### config.mk
export PLATFORM = sky130hd
export DESIGN_NAME = alu_req_arbiter
export DESIGN_NICKNAME = d
export VERILOG_FILES = /design/src/rtl/alu_req_arbiter.sv
export SDC_FILE = /design/constraint.sdc
export NUM_CORES = 1
export LEC_CHECK = 0
export CORE_MARGIN = 2
export CORE_UTILIZATION = 46
export DETAILED_ROUTE_END_ITERATION = 12
export GPL_TIMING_DRIVEN = 0
export MAX_ROUTING_LAYER = met4
export PLACE_DENSITY = 0.82
export SETUP_SLACK_MARGIN = 0.2
export SLEW_MARGIN = 30
export SYNTH_ARGS = -nofsm -noshare
export SYNTH_HDL_FRONTEND = slang
export SYNTH_SLANG_ARGS = --single-unit
### constraint.sdc
create_clock -name clk -period 6.41 [get_ports clk]
set_input_delay 1.282 -clock clk [delete_from_list [all_inputs] [get_ports clk]]
set_output_delay 1.282 -clock clk [all_outputs]
set_load 0.005 [all_outputs]
### src/rtl/alu_req_arbiter.sv
// Round-robin arbiter sharing one 7-bit NAND/ROL ALU between two valid/ready requesters.
// Operands are registered toward the ALU; the result returns as a one-cycle response pulse.
module alu_req_arbiter #(
    parameter int unsigned ALU_LAT = 0
) (
    input  logic       clk,
    input  logic       rst,
    input  logic       req0_valid,
    output logic       req0_ready,
    input  logic [6:0] req0_a,
    input  logic [6:0] req0_b,
    input  logic [1:0] req0_op,
    input  logic       req1_valid,
    output logic       req1_ready,
    input  logic [6:0] req1_a,
    input  logic [6:0] req1_b,
    input  logic [1:0] req1_op,
    output logic [6:0] alu_a,
    output logic [6:0] alu_b,
    output logic [1:0] alu_op,
    input  logic [6:0] alu_r,
    output logic       rsp0_valid,
    output logic       rsp1_valid,
    output logic [6:0] rsp_r,
    output logic       rsp_err,
    output logic       busy,
    output logic [7:0] op_cnt
);

    localparam logic [1:0] IDLE = 2'd0;
    localparam logic [1:0] EXEC = 2'd1;
    localparam logic [1:0] RESP = 2'd2;

    logic [1:0] state;
    logic [1:0] lat_cnt;
    logic       last_gnt;
    logic       gnt_id;
    logic       err_q;
    logic       gnt;
    logic       take;
    logic [6:0] sel_a;
    logic [6:0] sel_b;
    logic [1:0] sel_op;

    // Contention goes to the channel that did not win last; rst blocks any grant.
    always_comb begin
        gnt = 1'b0;
        if (req0_valid && req1_valid) begin
            gnt = ~last_gnt;
        end else if (req1_valid) begin
            gnt = 1'b1;
        end
        take   = !rst && (state == IDLE) && (req0_valid || req1_valid);
        sel_a  = gnt ? req1_a  : req0_a;
        sel_b  = gnt ? req1_b  : req0_b;
        sel_op = gnt ? req1_op : req0_op;
    end

    assign req0_ready = take && !gnt;
    assign req1_ready = take && gnt;
    assign busy       = (state != IDLE);
    assign rsp0_valid = (state == RESP) && !gnt_id;
    assign rsp1_valid = (state == RESP) && gnt_id;
    assign rsp_err    = err_q;

    always_ff @(posedge clk or posedge rst) begin
        if (rst) begin
            state    <= IDLE;
            lat_cnt  <= 2'd0;
            last_gnt <= 1'b1;
            gnt_id   <= 1'b0;
            err_q    <= 1'b0;
            alu_a    <= 7'd0;
            alu_b    <= 7'd0;
            alu_op   <= 2'd0;
            rsp_r    <= 7'd0;
            op_cnt   <= 8'd0;
        end else begin
            case (state)
                IDLE: begin
                    if (take) begin
                        last_gnt <= gnt;
                        gnt_id   <= gnt;
                        // Illegal opcodes never reach the ALU and answer with an error next cycle.
                        if (sel_op[1]) begin
                            err_q <= 1'b1;
                            rsp_r <= 7'd0;
                            state <= RESP;
                        end else begin
                            err_q   <= 1'b0;
                            alu_a   <= sel_a;
                            alu_b   <= sel_b;
                            alu_op  <= sel_op;
                            lat_cnt <= 2'(ALU_LAT);
                            state   <= EXEC;
                        end
                    end
                end
                EXEC: begin
                    if (lat_cnt == 2'd0) begin
                        rsp_r  <= alu_r;
                        alu_a  <= 7'd0;
                        alu_b  <= 7'd0;
                        alu_op <= 2'd0;
                        state  <= RESP;
                    end else begin
                        lat_cnt <= lat_cnt - 2'd1;
                    end
                end
                RESP: begin
                    alu_a  <= 7'd0;
                    alu_b  <= 7'd0;
                    alu_op <= 2'd0;
                    err_q  <= 1'b0;
                    op_cnt <= op_cnt + 8'd1;
                    state  <= IDLE;
                end
                default: begin
                    state <= IDLE;
                end
            endcase
        end
    end

endmodule
* Word level (Yosys, flattened, before mapping)
Index checks and enable logic that the tools add are counted.
Word-level totals: flip-flop bits (word level) 38, word-level logic and storage cells 74
Cells by class: bitwise gates (word level) 1, muxes and demuxes 31, $add $sub $neg 2, reductions and logical operators 23, eq/ne operators 7
Operators with widths (number):
- $mux 7 | 10
- $pmux 7 s3 | 2
- $mux 2 | 10
- $pmux 7 s2 | 1
- $reduce_and 4->1 | 3
- $ne 2x2->1 const B | 5
- $add 8x1->8 const B | 1
- $pmux 2 s2 | 2
- $logic_and 1x1->1 | 7
- $pmux 2 s3 | 1
- $reduce_and 2->1 | 3
- $reduce_bool 2->1 | 3
- $logic_not 2->1 | 2
- $mux 1 | 4
- $logic_not 1->1 | 3
- $reduce_bool 3->1 | 1
- $eq 2x1->1 const B | 1
- $eq 2x2->1 const B | 1
- $pmux 1 s2 | 1
- $sub 2x1->2 const B | 1
- $logic_or 1x1->1 | 1
- $not 1->1 | 1

* Logic depth before layout (Yosys ltp)
Gate-level depths: netlist (run 1).
depth in word-level cells 6, mapped depth 9, gate-level depth less buffers 6

* Least setup slack after synthesis (run 1)
OpenSTA, ideal clock, no wires.
kind input to output, from input req1_valid, to output req1_ready, data arrival time 1.951 ns, stages 3, path slack 3.177 ns, data required time 5.128 ns, buffers on the path 1, path through a21bo_1 clkbuf_1 nor3_1
On the way: longest elaborated chain between the ends 3
Ends and longest elaborated chain:
- start: declaration | line 13 | input logic req1_valid,
- $mux 1 (tied with other cells) | line 50 | end else if (req1_valid) begin
- $mux 1 / $logic_and 1x1->1 (equally long branches) | line 48, 53
- $logic_and 1x1->1 (*) | line 60 | assign req1_ready = take && gnt;
- end: declaration | line 14 | output logic req1_ready,
Every way passes the cells marked *; elsewhere a longest branch is shown, timed or not.

* Worst setup path in the final report (run 1)
from input req0_valid, to output req1_ready
On the way: longest elaborated chain between the ends 3
Ends and longest elaborated chain:
- start: declaration | line 8 | input logic req0_valid,
- $logic_and 1x1->1 / $logic_or 1x1->1 (equally long branches) | line 48, 53
- $mux 1 / $logic_and 1x1->1 (equally long branches) | line 48, 53
- $logic_and 1x1->1 (*) | line 60
Marks and branches as above.

==> impl_metrics.tcl, run 1 <==
set metrics [dict create \
    die_y_um 68.34 \
    detail_route.vias_per_cell 5.013 \
    postCtsSetupBuffers 0 \
    drc 0 \
    fin_area_sq_um 2864 \
    grt-ovfl-total 0 \
    dieArea_sq_um 4670 \
    cts_buffers 5 \
    drtAntennaViolNets 0 \
    row_count 23 \
    hold_class "reg -> reg" \
    dp_hpwl_mm 3.200 \
    synth_fp_nets 230 \
    ys_types 34 \
    path_class "in -> out" \
    holdPathEnd "op_cnt[7]$_DFFE_PP0N_" \
    rr_startpoint "state[0]$_DFFE_PP0P_" \
    slowest_delay_ns 0.58 \
    ff2ff_path_depth 8 \
    grt_pass1_wl_mm 7.044 \
    syn_inst 181 \
    cts-root-buf "clkbuf_8" \
    finClkSkew_ns 0.002163 \
    cts_tree "done" \
    required_ns 5.13 \
    postCtsHoldBufs 0 \
    cts_buffer_depth 2 \
    synth_top_area_share_pct 47.31 \
    grt_antenna_before_repair 0 \
    cp_common_cell "clkdlybuf4s50_1" \
    hold_path.startpoint "op_cnt[7]$_DFFE_PP0N_" \
    maxCapViolCount 0 \
    worstReg2RegEnd "alu_op[0]$_DFFE_PP0P_" \
    die_w_um 68.34 \
    synth_edf_count 0 \
    gp_congestion 0.7323 \
    num-nets-final 315 \
    fmax_mhz 220.5 \
    final_cells 317 \
    p_leak_nw 1.305 \
    port_buffers 78 \
    rsz0062_at_grt "false" \
    wl_met1_mm 1.946 \
    yosys.area.top_type "dfrtp_1" \
    yosysSeqAreaShare_pct 48.69 \
    crit_fanout 10 \
    clk_latency_ns 0.28 \
    start_util_pct 47.61 \
    yosysWarnings 0 \
    area_growth_pct 50.39 \
    slew_headroom_pct 49.75 \
    cts_resized 0 \
    htreeDepth 2 \
    arrival_ns 3.25 \
    powerDensity_nw_per_um2 445.1 \
    crit_path_top_delay_cell "clkdlybuf4s50_1" \
    antennaDiodeCount 0 \
    drv_slew 0 \
    synth_area_sq_um 1904 \
    period_minus_slack_ns 4.535 \
    numClockSinks 37 \
    dr.pass1.iters 4 \
    period_share_pct 70.75 \
    clk_pin_slew_ns 0.07 \
    grt_use_total_pct 20.78 \
    avgSynthCellArea_sq_um 10.52 \
    synthArstFlopShare_pct 100.0 \
    rrSetupSlack_ns 4.13 \
    end_kind "primary output" \
    placedCellCount 309 \
    finalSetupViolations 0 \
    path_cells "clkdlybuf4s50_1 -> a21bo_1 -> clkbuf_1 -> nor3_1 -> clkdlybuf4s50_1" \
    met3WireLength_um 289 \
    synth_area_leaders "dfrtp_1 47%, mux2_4 7.9%, nand2_1 7.3%, a21oi_1 4.5%, ha_1 3.9%" \
    finalHoldViolations 0 \
    crit_path_start_kind "input port" \
    post_drt_wl_per_cell_um 13.78 \
    drive_above_1_share_pct 11.24 \
    grt_pass1_vias 1525 \
    ir_drop_uv 270.8 \
    hold_depth 1 \
    vias 1589 \
    drt_iter0_drc 44 \
    design.portCount 80 \
    wl_mm 4.369 \
    ys_seq_elements 37 \
    synthTopCellsByCount "37 x nand2_1, 36 x dfrtp_1, 17 x a21oi_1, 10 x mux2_4" \
    ys.flop_type "dfrtp_1" \
    dpl-instance-area_sq_um 2748 \
    tightest_slew_ns 0.7526 \
    design.core.area_sq_um 4000 \
    yosysMostFrequentCell "nand2_1" \
    setup-tns-final_ns 0 \
    grt_start_max_net_pins 38 \
    top_layer_used "met4" \
    run_status "finished clean" \
    wl_met2_mm 2.093 \
]
cell usage in the layout (no fill, tap or decap), types with 2 or more instances in the layout:
master / count
a21oi_1: 17
a22o_1: 7
buf_6: 2
clkbuf_1: 7
clkbuf_8: 6
clkdlybuf4s50_1: 78
dfrtp_1: 36
ha_1: 6
inv_1: 6
mux2_2: 6
mux2_4: 10
mux2i_1: 5
nand2_1: 37
nand3_1: 4
nand4_1: 2
nor2_1: 4
nor2b_1: 4
o21ai_0: 5
xnor2_1: 4
xor2_1: 3
where the power goes:
part / switching [W] / internal [W] / total [W]
combinational: 0.000269 / 0.000394 / 0.000663
sequential: 0.0000704 / 0.000336 / 0.000406
clock: 0.0000786 / 0.000127 / 0.000205
total: 0.000418 / 0.000857 / 0.00127
worst max-delay path by stage:
stage,start,end,cells past startpoint
2_1_floorplan,req1_valid,req1_ready,3
3_3_place_gp,req0_valid,req1_ready,5
3_5_place_dp,req1_valid,req1_ready,5
4_1_cts,req1_valid,req1_ready,5
5_1_grt,req0_valid,req1_ready,5
6_report,req0_valid,req1_ready,5
cell families (layout without fill, tap and decap cells):
group | after synthesis | after routing | synth area share (%)
AOI/OAI and AO/OA | 37 | 37 | 12.94
xor gates and xnor gates | 7 | 7 | 3.220
adders and majority gates | 6 | 6 | 3.942
buffers and inverters | 16 | 102 | 4.140
DFF | 37 | 37 | 48.69
muxes | 21 | 21 | 14.06
other | 1 | 1 | 0.1969
and+or+nand+nor | 56 | 56 | 12.81
layout make-up:
class / count / area [sq um]
Sequential cell: 37 / 927.1
Tap cell: 50 / 62.56
Buffer: 9 / 52.55
Multi-Input combinational cell: 128 / 898.4
Timing Repair Buffer: 78 / 780.7
Inverter: 7 / 26.28
Clock inverter: 1 / 30.03
Fill cell: 318 / 1136
Clock buffer: 7 / 86.33
sequential cells by signal, summed over array words and instances (netlist names), 2 cells and up:
name / count
state: 2
rsp_r: 7
alu_a: 7
lat_cnt: 2
op_cnt: 8
alu_b: 7
metal layers:
| metal | global-route usage [%] | vias to the layer above |
|---|---|---|
| li1 | - | 783 |
| met1 | 26.03 | 752 |
| met2 | 33.25 | 50 |
| met3 | 5.099 | 4 |
| met4 | 6.500 | 0 |
| met5 | - | - |
stage by stage:
step	util (%)	setup WS, ns	total power (W)	hold WS [ns]
final	71.60	1.875	0.001275	0.4771
after global routing	71.60	1.770	0.001373	0.4984
after CTS	71.60	1.875	0.001288	0.4760
after detailed placement	68.69	1.894	0.001075	0.4625
after global placement	68.69	1.904	0.001057	0.4632
after floorplan	-	3.177	0.0007845	0.4649
critical path, delay by kind of cell:
| kind | cells | cell delay (ns) |
|---|---|---|
| and+or+nand+nor | 1 | 0.27 |
| AOI/OAI and AO/OA | 1 | 0.32 |
| buffers and inverters | 3 | 1.38 |
No activity file was read; power rests on OpenSTA's default activity.
==> run 2, diff against run 1 <==
CORE_UTILIZATION = 38   (was 46)
PLACE_DENSITY = 0.72   (was 0.82)
clock period = 3.95 ns   (was 6.41 ns; I/O delays follow)
==> run 2 against run 1 <==
  * Cell area rose by 0.39%
  * Die area is 20% higher
  * Register-to-register slack got worse by 2.5 ns
==> impl_metrics.tcl, run 2 (synthesis results as in run 1) <==
set metrics [dict create \
    run_status "finished clean" \
    fmax_mhz 280.0 \
    htreeDepth 2 \
    grt_pass1_wl_mm 7.176 \
    post_drt_wl_per_cell_um 13.19 \
    grt_pass1_vias 1593 \
    maxCapViolCount 0 \
    postCtsHoldBufs 0 \
    setup-tns-final_ns 0 \
    slew_headroom_pct 61.56 \
    cts_buffers 5 \
    finalHoldViolations 0 \
    die_w_um 74.79 \
    finalSetupViolations 0 \
    grt_antenna_before_repair 0 \
    gp_congestion 0.7770 \
    port_buffers 78 \
    drt_iter0_drc 57 \
    final_cell_mix "78 x clkdlybuf4s50_1, 37 x nand2_1, 36 x dfrtp_1, 17 x a21oi_1, 10 x mux2_4" \
    largest_register "op_cnt" \
    numClockSinks 37 \
    row_count 25 \
    clk_latency_ns 0.29 \
    antennaDiodeCount 0 \
    rsz0062_at_grt "false" \
    tightest_slew_ns 0.5741 \
    p_leak_nw 1.300 \
    cts_resized 0 \
    area_growth_pct 50.99 \
    path_class "in -> out" \
    period_minus_slack_ns 3.571 \
    cts_tree "done" \
    finClkSkew_ns 0.01055 \
    wl_mm 4.418 \
    path_cells "clkdlybuf4s50_1 -> a21bo_1 -> clkbuf_1 -> nor3_1 -> clkdlybuf4s50_1" \
    postCtsSetupBuffers 0 \
    end_kind "primary output" \
    dr.pass1.iters 4 \
    num-nets-final 316 \
    start_util_pct 39.79 \
    vias 1554 \
    detail_route.vias_per_cell 4.639 \
    arrival_ns 2.78 \
    drc 0 \
    slowest_delay_ns 0.56 \
    crit_path_top_delay_cell "clkdlybuf4s50_1" \
    design.core.area_sq_um 4786 \
    cts_buffer_depth 2 \
    design.portCount 80 \
    grt-ovfl-total 0 \
    dieArea_sq_um 5594 \
    grt_use_total_pct 17.38 \
    drive_above_1_share_pct 11.94 \
    drtAntennaViolNets 0 \
    grt_start_max_net_pins 28 \
    die_y_um 74.79 \
    fin_total_pwr_w 0.001987 \
    crit_fanout 10 \
    ir_drop_uv 418.4 \
    dp_hpwl_mm 3.239 \
    drv_slew 0 \
    cts-root-buf "clkbuf_8" \
    powerDensity_nw_per_um2 691.1 \
    cp_common_cell "clkdlybuf4s50_1" \
    largest_reg_flops 8 \
    crit_path_start_kind "input port" \
    mostFrequentLayoutCell "clkdlybuf4s50_1" \
    required_ns 3.16 \
    period_share_pct 90.41 \
    hold_class "reg -> reg" \
    clk_pin_slew_ns 0.07 \
]
[run 2: changes by cell type in the layout (fill, tap and decap cells not counted), sizes merged]
cell      delta
clkbuf       -2
clkinv       +2
buf          +1
bufinv       -1
clkinvlp     +1
[run 2: through the flow]
step                instance area, sq um  instances  utilization, %  hold WS, ns  setup WS [ns]
floorplan                           1904        181               -       0.4649          1.671
global placement                    2769        326           57.86       0.4630         0.3492
detailed placement                  2789        327           58.27       0.4687         0.3559
CTS                                 2875        335           60.08       0.4820         0.3219
global route                        2875        335           60.08       0.5201         0.2285
finish                              2875        335           60.08       0.4799         0.3787
[run 2: final timing paths]
path                                       start                     to  slack (ns)  cells past startpoint
max                                   req1_valid             req1_ready        0.38                      5
min                        op_cnt[7]$_DFFE_PP0N_  op_cnt[7]$_DFFE_PP0N_        0.48                      1
max reg2reg                 state[0]$_DFFE_PP0P_   alu_a[1]$_DFFE_PP0P_        1.67                      8
min reg2reg                op_cnt[7]$_DFFE_PP0N_  op_cnt[7]$_DFFE_PP0N_        0.48                      1
max in group asynchronous                    rst   rsp_r[5]$_DFFE_PP0P_        2.71                      3
min in group asynchronous                    rst     gnt_id$_DFFE_PP0P_        0.82                      2
[run 2: final cells by class]
class                   count  area (sq um)
plain buffers               9         52.55
clock buffers               5         68.82
clock inverters             3         17.52
fillers                   409          1911
inverters                   7         26.28
multi-input cells         128         898.4
flip-flops and latches     37         927.1
well taps                  67         83.83
repair buffers             79         800.8
[run 2: per-layer routing]
metal	vias up	wire, um	global-route usage, %
met2	50	1963	26.94
met3	3	314	4.284
met5	-	0	-
li1	784	-	-
met4	0	32	5.952
met1	717	2108	22.34
[run 2: power by group]
| group | internal (W) | leakage (nW) | total (W) | switching, W |
|---|---|---|---|---|
| sequential | 0.000545 | 0.476 | 0.000655 | 0.000110 |
| combinational | 0.000642 | 0.780 | 0.00108 | 0.000435 |
| clock | 0.000122 | 0.0439 | 0.000256 | 0.000134 |
| total | 0.00131 | 1.30 | 0.00199 | 0.000679 |
[run 2: critical path, delay by kind of cell]
family / cells / cell delay [ns]
buffers and inverters: 3 / 1.40
and+or+nand+nor: 1 / 0.27
AOI/OAI and AO/OA: 1 / 0.32
